## src/rtl/bit_pair_packer_pkg.sv

```systemverilog
// Shared types and widths for the bit-pair packer: FSM states, pair width
// and the FIFO entry layout {pair[1:0], last}.
package bit_pair_packer_pkg;

    localparam int PAIR_W  = 2;
    localparam int ENTRY_W = PAIR_W + 1;

    typedef enum logic {
        EMPTY = 1'b0,
        HALF  = 1'b1
    } pack_state_e;

    // The earlier serial bit lands in the MSB of the pair; last rides in bit 0.
    function automatic logic [ENTRY_W-1:0] make_entry(
        input logic first_bit,
        input logic second_bit,
        input logic last
    );
        return {first_bit, second_bit, last};
    endfunction

endpackage

```

## src/rtl/bit_pair_packer_fifo.sv

```systemverilog
// Circular FIFO holding packed pair entries. The read data is forced to zero
// while empty so an idle output never carries stale ones downstream.
module pair_fifo
    import bit_pair_packer_pkg::*;
#(
    parameter int DEPTH = 4,
    parameter int WIDTH = ENTRY_W
) (
    input  logic                       clk,
    input  logic                       rst_n,
    input  logic                       push_i,
    input  logic [WIDTH-1:0]           push_data_i,
    input  logic                       pop_i,
    output logic [WIDTH-1:0]           pop_data_o,
    output logic [$clog2(DEPTH):0]     level_o
);

    localparam int PTR_W = $clog2(DEPTH);
    localparam int LVL_W = PTR_W + 1;
    localparam logic [LVL_W-1:0] FULL_LVL = LVL_W'(DEPTH);

    logic [WIDTH-1:0] mem_q [DEPTH];
    logic [PTR_W-1:0] wptr_q;
    logic [PTR_W-1:0] wptr_d;
    logic [PTR_W-1:0] rptr_q;
    logic [PTR_W-1:0] rptr_d;
    logic [LVL_W-1:0] level_q;
    logic [LVL_W-1:0] level_d;
    logic             do_push_s;
    logic             do_pop_s;

    // Guarded push/pop and next pointer/level; pointers wrap by natural overflow.
    always_comb begin
        do_push_s = push_i && (level_q != FULL_LVL);
        do_pop_s  = pop_i && (level_q != {LVL_W{1'b0}});
        if (do_push_s) begin
            wptr_d = wptr_q + PTR_W'(1);
        end else begin
            wptr_d = wptr_q;
        end
        if (do_pop_s) begin
            rptr_d = rptr_q + PTR_W'(1);
        end else begin
            rptr_d = rptr_q;
        end
        case ({do_push_s, do_pop_s})
            2'b10:   level_d = level_q + LVL_W'(1);
            2'b01:   level_d = level_q - LVL_W'(1);
            default: level_d = level_q;
        endcase
    end

    // Pointer and occupancy registers.
    always_ff @(posedge clk or negedge rst_n) begin
        if (!rst_n) begin
            wptr_q  <= {PTR_W{1'b0}};
            rptr_q  <= {PTR_W{1'b0}};
            level_q <= {LVL_W{1'b0}};
        end else begin
            wptr_q  <= wptr_d;
            rptr_q  <= rptr_d;
            level_q <= level_d;
        end
    end

    // Entry storage, cleared on reset so discarded pairs cannot resurface.
    always_ff @(posedge clk or negedge rst_n) begin
        if (!rst_n) begin
            for (int i = 0; i < DEPTH; i++) begin
                mem_q[i] <= {WIDTH{1'b0}};
            end
        end else if (do_push_s) begin
            mem_q[wptr_q] <= push_data_i;
        end
    end

    assign pop_data_o = (level_q != {LVL_W{1'b0}}) ? mem_q[rptr_q] : {WIDTH{1'b0}};
    assign level_o    = level_q;

endmodule

```

## src/rtl/bit_pair_packer.sv

```systemverilog
// Packs a serial bit stream into 2-bit pairs (earlier bit in MSB), padding an
// odd-length frame with a 0, and queues the pairs in a small output FIFO.
module bit_pair_packer
    import bit_pair_packer_pkg::*;
#(
    parameter int DEPTH = 4
) (
    input  logic                     clk,
    input  logic                     rst_n,
    input  logic                     bit_in,
    input  logic                     bit_valid,
    input  logic                     bit_last,
    output logic                     bit_ready,
    output logic [PAIR_W-1:0]        pair_out,
    output logic                     pair_valid,
    output logic                     pair_last,
    input  logic                     pair_ready,
    output logic [$clog2(DEPTH):0]   level
);

    localparam int LVL_W = $clog2(DEPTH) + 1;
    localparam logic [LVL_W-1:0] FULL_LVL = LVL_W'(DEPTH);

    pack_state_e          state_q;
    pack_state_e          state_d;
    logic                 hold_q;
    logic                 hold_d;
    logic                 bit_xfer_s;
    logic                 push_s;
    logic [ENTRY_W-1:0]   push_entry_s;
    logic                 pop_s;
    logic [ENTRY_W-1:0]   pop_entry_s;
    logic [LVL_W-1:0]     level_s;

    assign bit_ready  = (level_s != FULL_LVL);
    assign pair_valid = (level_s != {LVL_W{1'b0}});
    assign bit_xfer_s = bit_valid && bit_ready;
    assign pop_s      = pair_valid && pair_ready;

    // Packing FSM next state; a push is issued straight into the FIFO on the transfer edge.
    always_comb begin
        state_d      = state_q;
        hold_d       = hold_q;
        push_s       = 1'b0;
        push_entry_s = {ENTRY_W{1'b0}};
        if (bit_xfer_s) begin
            case (state_q)
                EMPTY: begin
                    if (bit_last) begin
                        push_s       = 1'b1;
                        push_entry_s = make_entry(bit_in, 1'b0, 1'b1);
                        state_d      = EMPTY;
                    end else begin
                        hold_d  = bit_in;
                        state_d = HALF;
                    end
                end
                HALF: begin
                    push_s       = 1'b1;
                    push_entry_s = make_entry(hold_q, bit_in, bit_last);
                    state_d      = EMPTY;
                end
                default: begin
                    state_d = EMPTY;
                    hold_d  = 1'b0;
                end
            endcase
        end else begin
            state_d = state_q;
            hold_d  = hold_q;
        end
    end

    // FSM state and hold register.
    always_ff @(posedge clk or negedge rst_n) begin
        if (!rst_n) begin
            state_q <= EMPTY;
            hold_q  <= 1'b0;
        end else begin
            state_q <= state_d;
            hold_q  <= hold_d;
        end
    end

    pair_fifo #(
        .DEPTH (DEPTH),
        .WIDTH (ENTRY_W)
    ) u_fifo (
        .clk         (clk),
        .rst_n       (rst_n),
        .push_i      (push_s),
        .push_data_i (push_entry_s),
        .pop_i       (pop_s),
        .pop_data_o  (pop_entry_s),
        .level_o     (level_s)
    );

    assign pair_out  = pop_entry_s[ENTRY_W-1:1];
    assign pair_last = pop_entry_s[0];
    assign level     = level_s;

endmodule
```

## config.mk

```make
export PLATFORM = sky130hd
export DESIGN_NAME = bit_pair_packer
export DESIGN_NICKNAME = d
export VERILOG_FILES = /design/src/rtl/bit_pair_packer_pkg.sv /design/src/rtl/bit_pair_packer_fifo.sv /design/src/rtl/bit_pair_packer.sv
export SDC_FILE = /design/constraint.sdc
export NUM_CORES = 1
export LEC_CHECK = 0
export ABC_AREA = 1
export ABC_CLOCK_PERIOD_IN_PS = 2200
export CORE_MARGIN = 2
export CORE_UTILIZATION = 54
export CTS_CLUSTER_SIZE = 40
export DETAILED_ROUTE_END_ITERATION = 10
export PLACE_DENSITY = 0.78
export SLEW_MARGIN = 15
export SYNTH_ARGS = -nofsm -noshare
export SYNTH_HDL_FRONTEND = slang
export SYNTH_SLANG_ARGS = --single-unit
```

## constraint.sdc

```tcl
create_clock -name clk -period 2.2 [get_ports clk]
set_input_delay 0.22 -clock clk [delete_from_list [all_inputs] [get_ports clk]]
set_output_delay 0.22 -clock clk [all_outputs]
set_load 0.02 [all_outputs]
```

### Word-level counts from Yosys, hierarchy flattened

Cells that the tools add are included.

* register bits after elaboration: 21
* output and inout port bits: 8

* $add $sub $neg: 4
* $lt $le $gt $ge: 3
* eq/ne operators: 3
* muxes and demuxes: 16
* bitwise gates (word level): 4
* reduce and logical (&&, ||, !) cells: 8

Operators by type and width (count)
* $mux W3: 6
* $bwmux W12: 1
* $pmux W3 S2: 2
* $bmux W3 S2: 1
* $demux W3 S2: 1
* $ge A3 B3 Y1 const B: 2
* $not A2 Y3: 2
* $logic_and A1 B1 Y1: 5
* $add A2 B1 Y2 const B: 2
* $pmux W1 S2: 2
* $add A3 B1 Y3 const B: 1
* $lt A3 B1 Y1 const B: 1
* $mux W1: 3
* $ne A3 B3 Y1 const B: 1
* $reduce_and A3 Y1: 1
* $reduce_bool A3 Y1: 1
* $sub A3 B1 Y3 const B: 1
* $eq A2 B1 Y1 const B: 1
* $eq A2 B2 Y1 const B: 1
* $not A1 Y1: 2
* $reduce_bool A2 Y1: 1

### Logic depth before layout (Yosys ltp)

* word-level depth: 6
* depth in mapped cells: 10
* mapped depth without buffers: 10

### Cells and area by module

From an unflattened synthesis, not the netlist that was laid out.

* cell total of the unflattened synthesis: 163
* area, all modules: 1263.7 µm²

By module, submodules not included
* pair_fifo: instances 1, cells an instance 139, area an instance 1089.8 µm², seq. area each 475.5 µm²
* bit_pair_packer: instances 1, cells an instance 24, area an instance 173.9 µm², seq. area each 50.0 µm²

### Least setup slack after synthesis

No wires, ideal clock.

* path kind: register to register
* start: register u_fifo.level_q[2], in the netlist u_fifo.level_o[2]
* end: register u_fifo.level_q[2], in the netlist u_fifo.level_o[2]
* library setup time: 0.079 ns
* arrival: 1.978 ns
* required time: 2.121 ns
* setup slack: 0.143 ns
* stages on the path, launching flop included: 11
* cells stage by stage: dfrtp_1 > inv_2 > nand2_2 > nand2_2 > inv_1 > ha_1 > inv_1 > fa_1 > or2_2 > nand2_1 > xor2_1

* elaborated cells between the ends (all ways): 13
* classes of those cells: 2 x add/sub; 3 x eq/ne; 2 x mux; 6 x reduce/logical

RTL lines
* start, declared: RTL line bit_pair_packer_fifo.sv:27 `logic [LVL_W-1:0] level_q;`
* start signal, assigned: RTL line bit_pair_packer_fifo.sv:58 `level_q <= {LVL_W{1'b0}};`
* start signal, assigned: RTL line bit_pair_packer_fifo.sv:62 `level_q <= level_d;`
* $reduce_bool A3 Y1 (*): RTL line bit_pair_packer.sv:36 `assign pair_valid = (level_s != {LVL_W{1'b0}});`
* net pair_valid: RTL line bit_pair_packer.sv:15 `output logic pair_valid,`
* $logic_and A1 B1 Y1: RTL line bit_pair_packer.sv:38 `assign pop_s = pair_valid && pair_ready;`
* $logic_and A1 B1 Y1 (*): RTL line bit_pair_packer_fifo.sv:35 `do_pop_s = pop_i && (level_q != {LVL_W{1'b0}});`
* net u_fifo.do_pop_s: RTL line bit_pair_packer_fifo.sv:30 `logic do_pop_s;`
* $eq A2 B1 Y1 / $eq A2 B2 Y1 (equally long branches): RTL line bit_pair_packer_fifo.sv:46 `case ({do_push_s, do_pop_s})`
* $pmux W3 S2 / $reduce_bool A2 Y1 (equally long branches)

The timed path passes the listed nets; every way through them passes the cells marked *.
A chain may end at the register's enable or synchronous reset.

### Worst setup path after layout

* start: register u_fifo.level_q[2], in the netlist u_fifo.level_o[2]
* end: register u_fifo.level_q[2], in the netlist u_fifo.level_o[2]

* elaborated cells between the ends (all ways): 13
* classes of those cells: 2 x add/sub; 3 x eq/ne; 2 x mux; 6 x reduce/logical

RTL lines (RTL line)
* $reduce_bool A3 Y1 (*): bit_pair_packer_fifo.sv:35, bit_pair_packer.sv:36
* $logic_and A1 B1 Y1: bit_pair_packer.sv:38
* $logic_and A1 B1 Y1 (*): bit_pair_packer_fifo.sv:35
* net u_fifo.do_pop_s: bit_pair_packer_fifo.sv:30
* $eq A2 B1 Y1 / $eq A2 B2 Y1 (equally long branches): bit_pair_packer_fifo.sv:46
* $pmux W3 S2 / $reduce_bool A2 Y1 (equally long branches)

Marked as above.

==> metrics <==
Pleak 0.692 nW; Seq/Total Area, Yosys 45.5%; clk buf depth 2; Core Util, Final 68.2%; num ports 14; global route overflow 0; crit path launch type flip-flop; Yosys reg bits 21; fmax 0.484 GHz; max_cap viols 0; total power 1.98 mW; largest net degree at the start of global routing 22; first-pass GRT wire length 4010 um; Worst setup EP type flip-flop; CTS sink count 21; maximum VDD drop 1.06 mV; chip height 50.3 um; detailed-route via count 975; fill count 164; setup TNS 0 ns; Synthesis Warnings 0; # Post-CTS Setup Buffers 0; R2R setup slack 0.13 ns; IO buf count 13; Top FF cell, synth dfrtp_1; minimum clock period 2.07 ns; PD cells 1460 mW/mm^2; Post-synth ARST share 100%; RSZ-0062 raised after global routing false; DP Wirelength 1680 um; Tot GR Track Use 21.2%; pre-CTS WS 0.0870 ns; Area Overhead vs Synth 16.9%; Cell Area, Synth 0.00116 mm^2; Least-Margin Pin Slew 0.271 ns; Crit Path Class reg2reg; root buf cell clkbuf_4; Via density 5.24; die extent in x 50.3 um; gpl congestion 0.791; Clock Skews 0.00280 ns; core area 0.00198 mm^2; share of layout cells above drive strength 1 11.9%; H-tree depth 1; clk slew on worst S/H paths 0.11 ns; total wire length 2230 um; CP Max Fanout 4; relative slew slack 81.9%; drt pass-1 iters 4; Wirelength per Cell 12.0 um; area fraction of the dominant cell type after synthesis 45.5%; synth top area cells dfrtp_1 45%, nand2_1 15%, nand4_1 7.0%; Synth Instances 141; Routed Antenna Nets 0; CTS tree done; Final Hold Viols 0; Initial DRC Count 24; crit path DAT 2.30 ns; CP Data Required Time 2.44 ns; Synth area leader dfrtp_1; # DRC 0; Skew-Pair Late Insertion Delay 0.31 ns; Post-Syn Nets 153; Min-Delay Path Class in2async; synth unique cells 21; final setup fails 0; PnR worst setup slack 0.135 ns; Final Cycle Share 93.9%; max-slew violation count 0; antenna cells 0; Avg Cell Area, Syn 8.20 um^2; vias in the first global route 912; initial antenna violation count 0; number of enable flip-flop cells after synthesis 0; outcome finished clean; row cnt 16; Die Footprint 0.00253 mm^2; TritonCTS Buffers 3; Final #Nets 172; Initial Util 58.3%
==> worst max-delay path, cell delays in order, from the launching register on <==
cell     delay [ns]
dfrtp_1        0.51
inv_2          0.08
nand2_2        0.11
nand2_2        0.07
inv_1          0.10
ha_1           0.15
inv_1          0.06
fa_1           0.38
or2_2          0.30
nand2_1        0.09
xor2_1         0.15
==> final timing paths <==
path | from | to | depth (start not counted)
min reg2reg | hold_q$_DFFE_PN0P_ | hold_q$_DFFE_PN0P_ | 2
max reg2reg | u_fifo.level_o[2]$_DFFE_PN0P_ | u_fifo.level_o[2]$_DFFE_PN0P_ | 10
min in group clk | hold_q$_DFFE_PN0P_ | hold_q$_DFFE_PN0P_ | 2
max | u_fifo.level_o[2]$_DFFE_PN0P_ | u_fifo.level_o[2]$_DFFE_PN0P_ | 10
min | rst_n | u_fifo.rptr_q[1]$_DFFE_PN0P_ | 2
max in group asynchronous | rst_n | u_fifo.rptr_q[0]$_DFFE_PN0P_ | 2
==> through the flow <==
| step | area [um^2] | hold WS, ns | std cells |
|---|---|---|---|
| after global routing | 1350 | 0.271 | 186 |
| after global placement | 1320 | 0.457 | 182 |
| final | 1350 | 0.240 | 186 |
| after detailed placement | 1320 | 0.460 | 182 |
| after CTS | 1350 | 0.255 | 186 |
| after floorplan | 1160 | -0.0756 | 141 |
==> state kept, by name, indices dropped and copies added (netlist names) <==
signal,flops
u_fifo.rptr_q,2
u_fifo.wptr_q,2
state_q,1
u_fifo.level_o,3
u_fifo.mem_q,12
hold_q,1
==> logic make-up after synthesis <==
group           count (synthesis)  share of synthesized area [%]
compound gates                 14                           7.03
xor+xnor                        3                           2.27
fa+ha+maj                       6                           7.14
buf+inv                        17                           6.82
flops                          21                           45.5
simple gates                   80                           31.3
==> cell type report <==
| type | instances | area, um^2 | share of cell area, % |
|---|---|---|---|
| clock buffers | 4 | 26.3 | 1.94 |
| multi-input cells | 103 | 552 | 40.8 |
| repair buffers | 17 | 160 | 11.9 |
| well taps | 27 | 33.8 | 2.50 |
| inverters | 14 | 52.6 | 3.89 |
| flip-flops and latches | 21 | 527 | 39.0 |
==> layer usage <==
metal	track usage [%]	part of all wire (%)	vias up
met1	29.1	47	457
met2	33.1	48	22
met3	3.87	4.1	6
met4	8.33	1.7	0
li1	-	-	490
met5	0	0	-
==> layout by cell type (no fill, tap or decap) <==
cell type / netlist / routed
a21oi_1: 4 / 4
nor2_1: 13 / 13
ha_1: 5 / 5
or2_2: 1 / 1
o21ai_0: 9 / 9
fa_1: 1 / 1
inv_1: 11 / 10
clkdlybuf4s50_1: 0 / 13
clkbuf_1: 0 / 1
nand3_1: 3 / 3
buf_4: 2 / 4
dfrtp_2: 0 / 1
nand4_1: 13 / 13
xnor2_1: 1 / 1
inv_2: 3 / 4
nand2_1: 45 / 45
a21oi_4: 1 / 1
xor2_1: 2 / 2
nand2_4: 1 / 1
dfrtp_1: 21 / 20
nor2_4: 1 / 1
nand2_2: 2 / 2
nor2_2: 1 / 1
clkbuf_4: 0 / 3
==> what timing repair did <==
item	CTS	global route
endpoints found under the setup margin	0	2
gates resized for setup	0	2
hold buffers	0	0
==> where the power goes <==
| group | leakage (nW) | internal (mW) | total [mW] | switching (mW) |
|---|---|---|---|---|
| Combinational | 0.415 | 0.446 | 1.05 | 0.602 |
| Clock | 0.0150 | 0.0709 | 0.187 | 0.116 |
| Sequential | 0.262 | 0.569 | 0.744 | 0.175 |
| Total | 0.692 | 1.09 | 1.98 | 0.893 |
==> cells in the mapped netlist (2+ instances only) <==
| cell type | instances |
|---|---|
| nand4_1 | 13 |
| nand3_1 | 3 |
| dfrtp_1 | 21 |
| xor2_1 | 2 |
| o21ai_0 | 9 |
| nand2_2 | 2 |
| a21oi_1 | 4 |
| inv_1 | 11 |
| inv_2 | 3 |
| nand2_1 | 45 |
| buf_4 | 2 |
| ha_1 | 5 |
| nor2_1 | 13 |
Power figures use the tool's default switching activity.
==> patch 1: new RTL, same settings <==
`DEPTH` is set to 4 in 2 places; all go to 8.
--- a/src/rtl/bit_pair_packer_fifo.sv
+++ b/src/rtl/bit_pair_packer_fifo.sv
@@ -5,3 +5,3 @@
 #(
-    parameter int DEPTH = 4,
+    parameter int DEPTH = 8,
     parameter int WIDTH = ENTRY_W
--- a/src/rtl/bit_pair_packer.sv
+++ b/src/rtl/bit_pair_packer.sv
@@ -5,3 +5,3 @@
 #(
-    parameter int DEPTH = 4
+    parameter int DEPTH = 8
 ) (
Interface: changed (resized level); port bits go from 14 to 15. No check against the original RTL was run, so the function may have changed too.
==> patch 1 against the unedited design <==
  * Count of clock-buffer cells in the layout is 1 higher
  * Routed wire length increased by 110%
  * Sequential cell count increased by 15
  * Worst setup slack improved by 0.051 ns
  * Utilization is 3.6 points lower
  * Synthesized area is 72% higher
  * First-iteration DRC count grew to 6.5 times the old value
  * Cell area up 72%
  * Total power increased by 81%
  * Global-route usage grew 4.5 points
  * Hold slack gained 0.098 ns
  * Maximum frequency grew 2.6%
  * Critical endpoint unchanged
  * Largest cell class unchanged
==> patch 1: results (changes against the unedited design) <==
status finished, final reports clean; most area-consuming cells after synthesis dfrtp_1 45%, nand2_1 15%, nand4_1 7.5%; Hold WC Path Type in2async; register area share after synthesis 45.23% (-0.23 points); clock network power 0.599 mW (+220%); layout cells sized above 1 13.14% (+1.2 points); slowest stage cell, crit path dfrtp_2; Ys Warns 0 (unchanged); number of global-route vias before repair 1775 (+95%); slowest cell delay on critical path 0.45 ns (-0.06 ns); CP Launch Point u_fifo.level_o[0]$_DFFE_PN0P_; largest net degree at the start of global routing 37 (+68%); syn nets 263 (+72%); Leak Pwr 1.206 nW (+74%); post-route minimum period 2.014 ns (-0.05148 ns); fill cell count 323 (+97%); Comb group 1.75 mW (+67%); internal power 1.973 mW (+82%); H-tree Lvls 2 (+1); GP Congestion 0.8186 (+3.5%); first-pass GRT wire length 8.114 mm (+100%); number of antenna violations at the first check in global routing 0 (unchanged); DR vias/cell 5.484 (+4.6%); Port Buffer Count 14 (+1); Final nets 284 (+65%); DP HPWL 3.139 mm (+86%); worst reg2reg setup slack 0.19 ns (+0.05 ns); critical path class reg2reg; post-synth cell types 23 (+9.5%); Setup WS pre-CTS 0.1206 ns (+0.03368 ns); Worst Skew 0.008842 ns (+0.006041 ns); Arrival @ worst endpoint 2.18 ns (-0.12 ns); CTS Buffer Depth 2 (unchanged); DRT iter0 DRCs 156 (+550%); CP top delay family simple AND/OR/NAND/NOR gates; max reg flops 24 (+12); most instantiated cells after synthesis 80 x nand2_1, 36 x dfrtp_1, 33 x nor2_1; Reg-to-Reg End u_fifo.level_o[2]$_DFFE_PN0P_; GR Util All Layers 25.74% (+4.5 points); Clock Pin Slew Worst Setup and Hold Paths 0.08 ns (-0.03 ns); Min Hold Slack 0.3378 ns (+0.09814 ns); slew margin rel. 54.48% (-27 points); Biggest register u_fifo.mem_q; CTS Buf Count 5 (+2); Diodes inserted 0 (unchanged); Worst R2R Path Depth 13 (+3); Root Buffer clkbuf_8; Detailed Route WL 4.685 mm (+110%); maximum VDD drop 550.9 µV (-48%); critical path peak fanout 5 (+1)
[patch 1: cell types whose count changed after synthesis, moves of 3 or more]
| cell | unedited run | this run |
|---|---|---|
| buf_2 | 0 | 7 |
| dfrtp_1 | 21 | 36 |
| inv_1 | 11 | 14 |
| nand2_1 | 45 | 80 |
| nand2_4 | 1 | 6 |
| nand4_1 | 13 | 24 |
| nor2_1 | 13 | 33 |
| o211ai_1 | 0 | 3 |
| o21ai_0 | 9 | 17 |
| o22ai_1 | 0 | 3 |
[patch 1: layout make-up]
type                    instances  share of cell area [%]
flip-flops and latches         36                   38.78
well taps                      48                   2.578
multi-input cells             190                   42.21
inverters                      16                   2.578
clock buffers                   5                   2.954
clock inverters                 3                   1.826
repair buffers                 24                   9.076
[patch 1: what timing repair did]
item	4_1_cts	5_1_grt
gates resized for setup	5	4
buffers inserted	0	0
endpoints found under the hold margin	0	0
pin swaps	0	0
setup endpoints to repair	3	1
[patch 1: kinds of logic (layout without fill, tap and decap cells)]
logic type / Yosys count / in the layout / share of synthesized area (%)
buffers and inverters: 26 / 48 / 6.156
flip-flops: 36 / 36 / 45.23
XOR/XNOR: 6 / 6 / 2.639
adder cells (fa/ha/maj): 5 / 5 / 3.141
AO/OA/AOI/OAI: 27 / 27 / 7.915
AND/OR/NAND/NOR: 152 / 152 / 34.92
[patch 1: through the flow]
stage / instance area, µm² / instances / total power [mW]
after floorplan: 1992 / 252 / 2.412
after global placement: 2205 / 314 / 2.946
after detailed placement: 2205 / 314 / 2.995
after CTS: 2313 / 322 / 3.561
after global routing: 2330 / 322 / 3.883
final: 2330 / 322 / 3.582
[patch 1: metal layers]
layer	vias to the layer above	wire length [µm]	global-route usage, %
li1	870	-	-
met1	821	2156	34.51
met2	64	2167	38.40
met3	11	241	6.597
met4	0	120	13.30
met5	-	0	0
==> patch 2: new RTL, same settings <==
Without the edit above. Put a register stage on the output `level`, cleared by the reset. The value now appears one clock later. The other outputs are not delayed to match.
--- a/src/rtl/bit_pair_packer.sv
+++ b/src/rtl/bit_pair_packer.sv
@@ -99,3 +99,9 @@
     assign pair_last = pop_entry_s[0];
-    assign level     = level_s;
+    always_ff @(posedge clk or negedge rst_n) begin
+        if (!rst_n) begin
+            level <= '0;
+        end else begin
+            level <= level_s;
+        end
+    end
 
Check against the original RTL: not equivalent (a bounded check fails within 4 cycles, from zero or initial values and one cycle with rst_n low).
==> patch 2 against the unedited design <==
  * Routed wire length rose by 11%
  * Sequential share of layout area rose by 3.2 points
  * Total power up 4.3%
  * Worst setup slack worse by 0.038 ns
  * Sequential cell count up 3
  * Maximum frequency shrank 1.8%
  * Synthesized area is 6.6% higher
  * Sequential power increased by 11%
  * Global-route usage grew 1.6 points
  * Cell area rose by 5.6%
  * Clock skew shrank 0.0011 ns
  * Register-to-register slack better by 0.04 ns
  * Synthesized cell count is 2.1% higher
==> patch 2: results (changes against the unedited design) <==
register area share after synthesis 48.73% (+3.3 points); Worst Skew 0.001744 ns (-0.001057 ns); GR Util All Layers 22.75% (+1.6 points); maximum VDD drop 812.0 µV (-23%); Arrival @ worst endpoint 1.88 ns (-0.42 ns); Worst R2R Path Depth 9 (-1); worst reg2reg setup slack 0.17 ns (+0.04 ns); first-pass GRT wire length 4.381 mm (+9.3%); GP Congestion 0.7632 (-3.5%); DRT iter0 DRCs 20 (-17%); critical path peak fanout 8 (+4); RR Startpoint u_fifo.level_o[1]$_DFFE_PN0P_; Detailed Route WL 2.467 mm (+11%); worst setup path end pair_last; CP Launch Point u_fifo.rptr_q[0]$_DFFE_PN0P_; syn nets 156 (+2.0%); slew margin rel. 80.48% (-1.5 points); slowest cell delay on critical path 0.61 ns (+0.10 ns); status finished, final reports clean; via count 987 (+1.2%); DP HPWL 1.844 mm (+9.5%); Final nets 175 (+1.7%); CP top delay family buffers and inverters; Min Hold Slack 0.2520 ns (+0.01227 ns); number of global-route vias before repair 984 (+7.9%); most area-consuming cells after synthesis dfrtp_1 49%, nand2_1 13%, nand4_1 6.6%; Leak Pwr 0.7419 nW (+7.2%); most instantiated cells after synthesis 44 x nand2_1, 24 x dfrtp_1, 13 x nand4_1, 13 x nor2_1, 11 x inv_1; layout cells sized above 1 11.18% (-0.77 points)
patch 2: worst register-to-register path, delay by kind of cell, from the launching register on:
family / cells / cell delay, ns
AO/OA/AOI/OAI: 1 / 0.07
adder cells (fa/ha/maj): 2 / 0.53
buffers and inverters: 1 / 0.07
XOR/XNOR: 1 / 0.14
AND/OR/NAND/NOR: 4 / 0.70
flip-flops: 1 / 0.45
patch 2: per-layer routing:
layer	global-route usage (%)	wire length, µm
met5	0	0
met4	13.60	53
met2	35.68	1180
met1	30.21	1142
met3	2.874	91
patch 2: cell type report:
cell class	count	area, µm²
repair buffers	17	162.7
well taps	28	35.03
clock buffers	3	22.52
fillers	186	763.2
flip-flops and latches	24	601.8
multi-input cells	103	553.0
inverters	14	52.55
patch 2: kinds of logic (layout without fill, tap and decap cells):
kind of cell | Yosys count | in the layout | share of synthesized area [%]
and+or+nand+nor | 80 | 80 | 29.44
AOI/OAI and AO/OA | 14 | 14 | 6.599
DFF | 24 | 24 | 48.73
buffers and inverters | 17 | 34 | 6.395
xor gates and xnor gates | 3 | 3 | 2.132
adders and majority gates | 6 | 6 | 6.701
patch 2: where the power goes:
part           internal, mW  switching, mW
sequential            0.645          0.182
combinational         0.440          0.611
clock                0.0640          0.122
patch 2: per-stage QoR:
step,total power [mW],cells,area [µm²],worst slack (ns),util [%]
floorplan,1.520,144,1232,0.2697,-
global placement,1.838,186,1401,0.1471,63.96
detailed placement,1.886,186,1401,0.03652,63.96
CTS,2.082,189,1424,0.08325,64.99
global route,2.241,189,1428,0.006080,65.16
finish,2.064,189,1428,0.09727,65.16
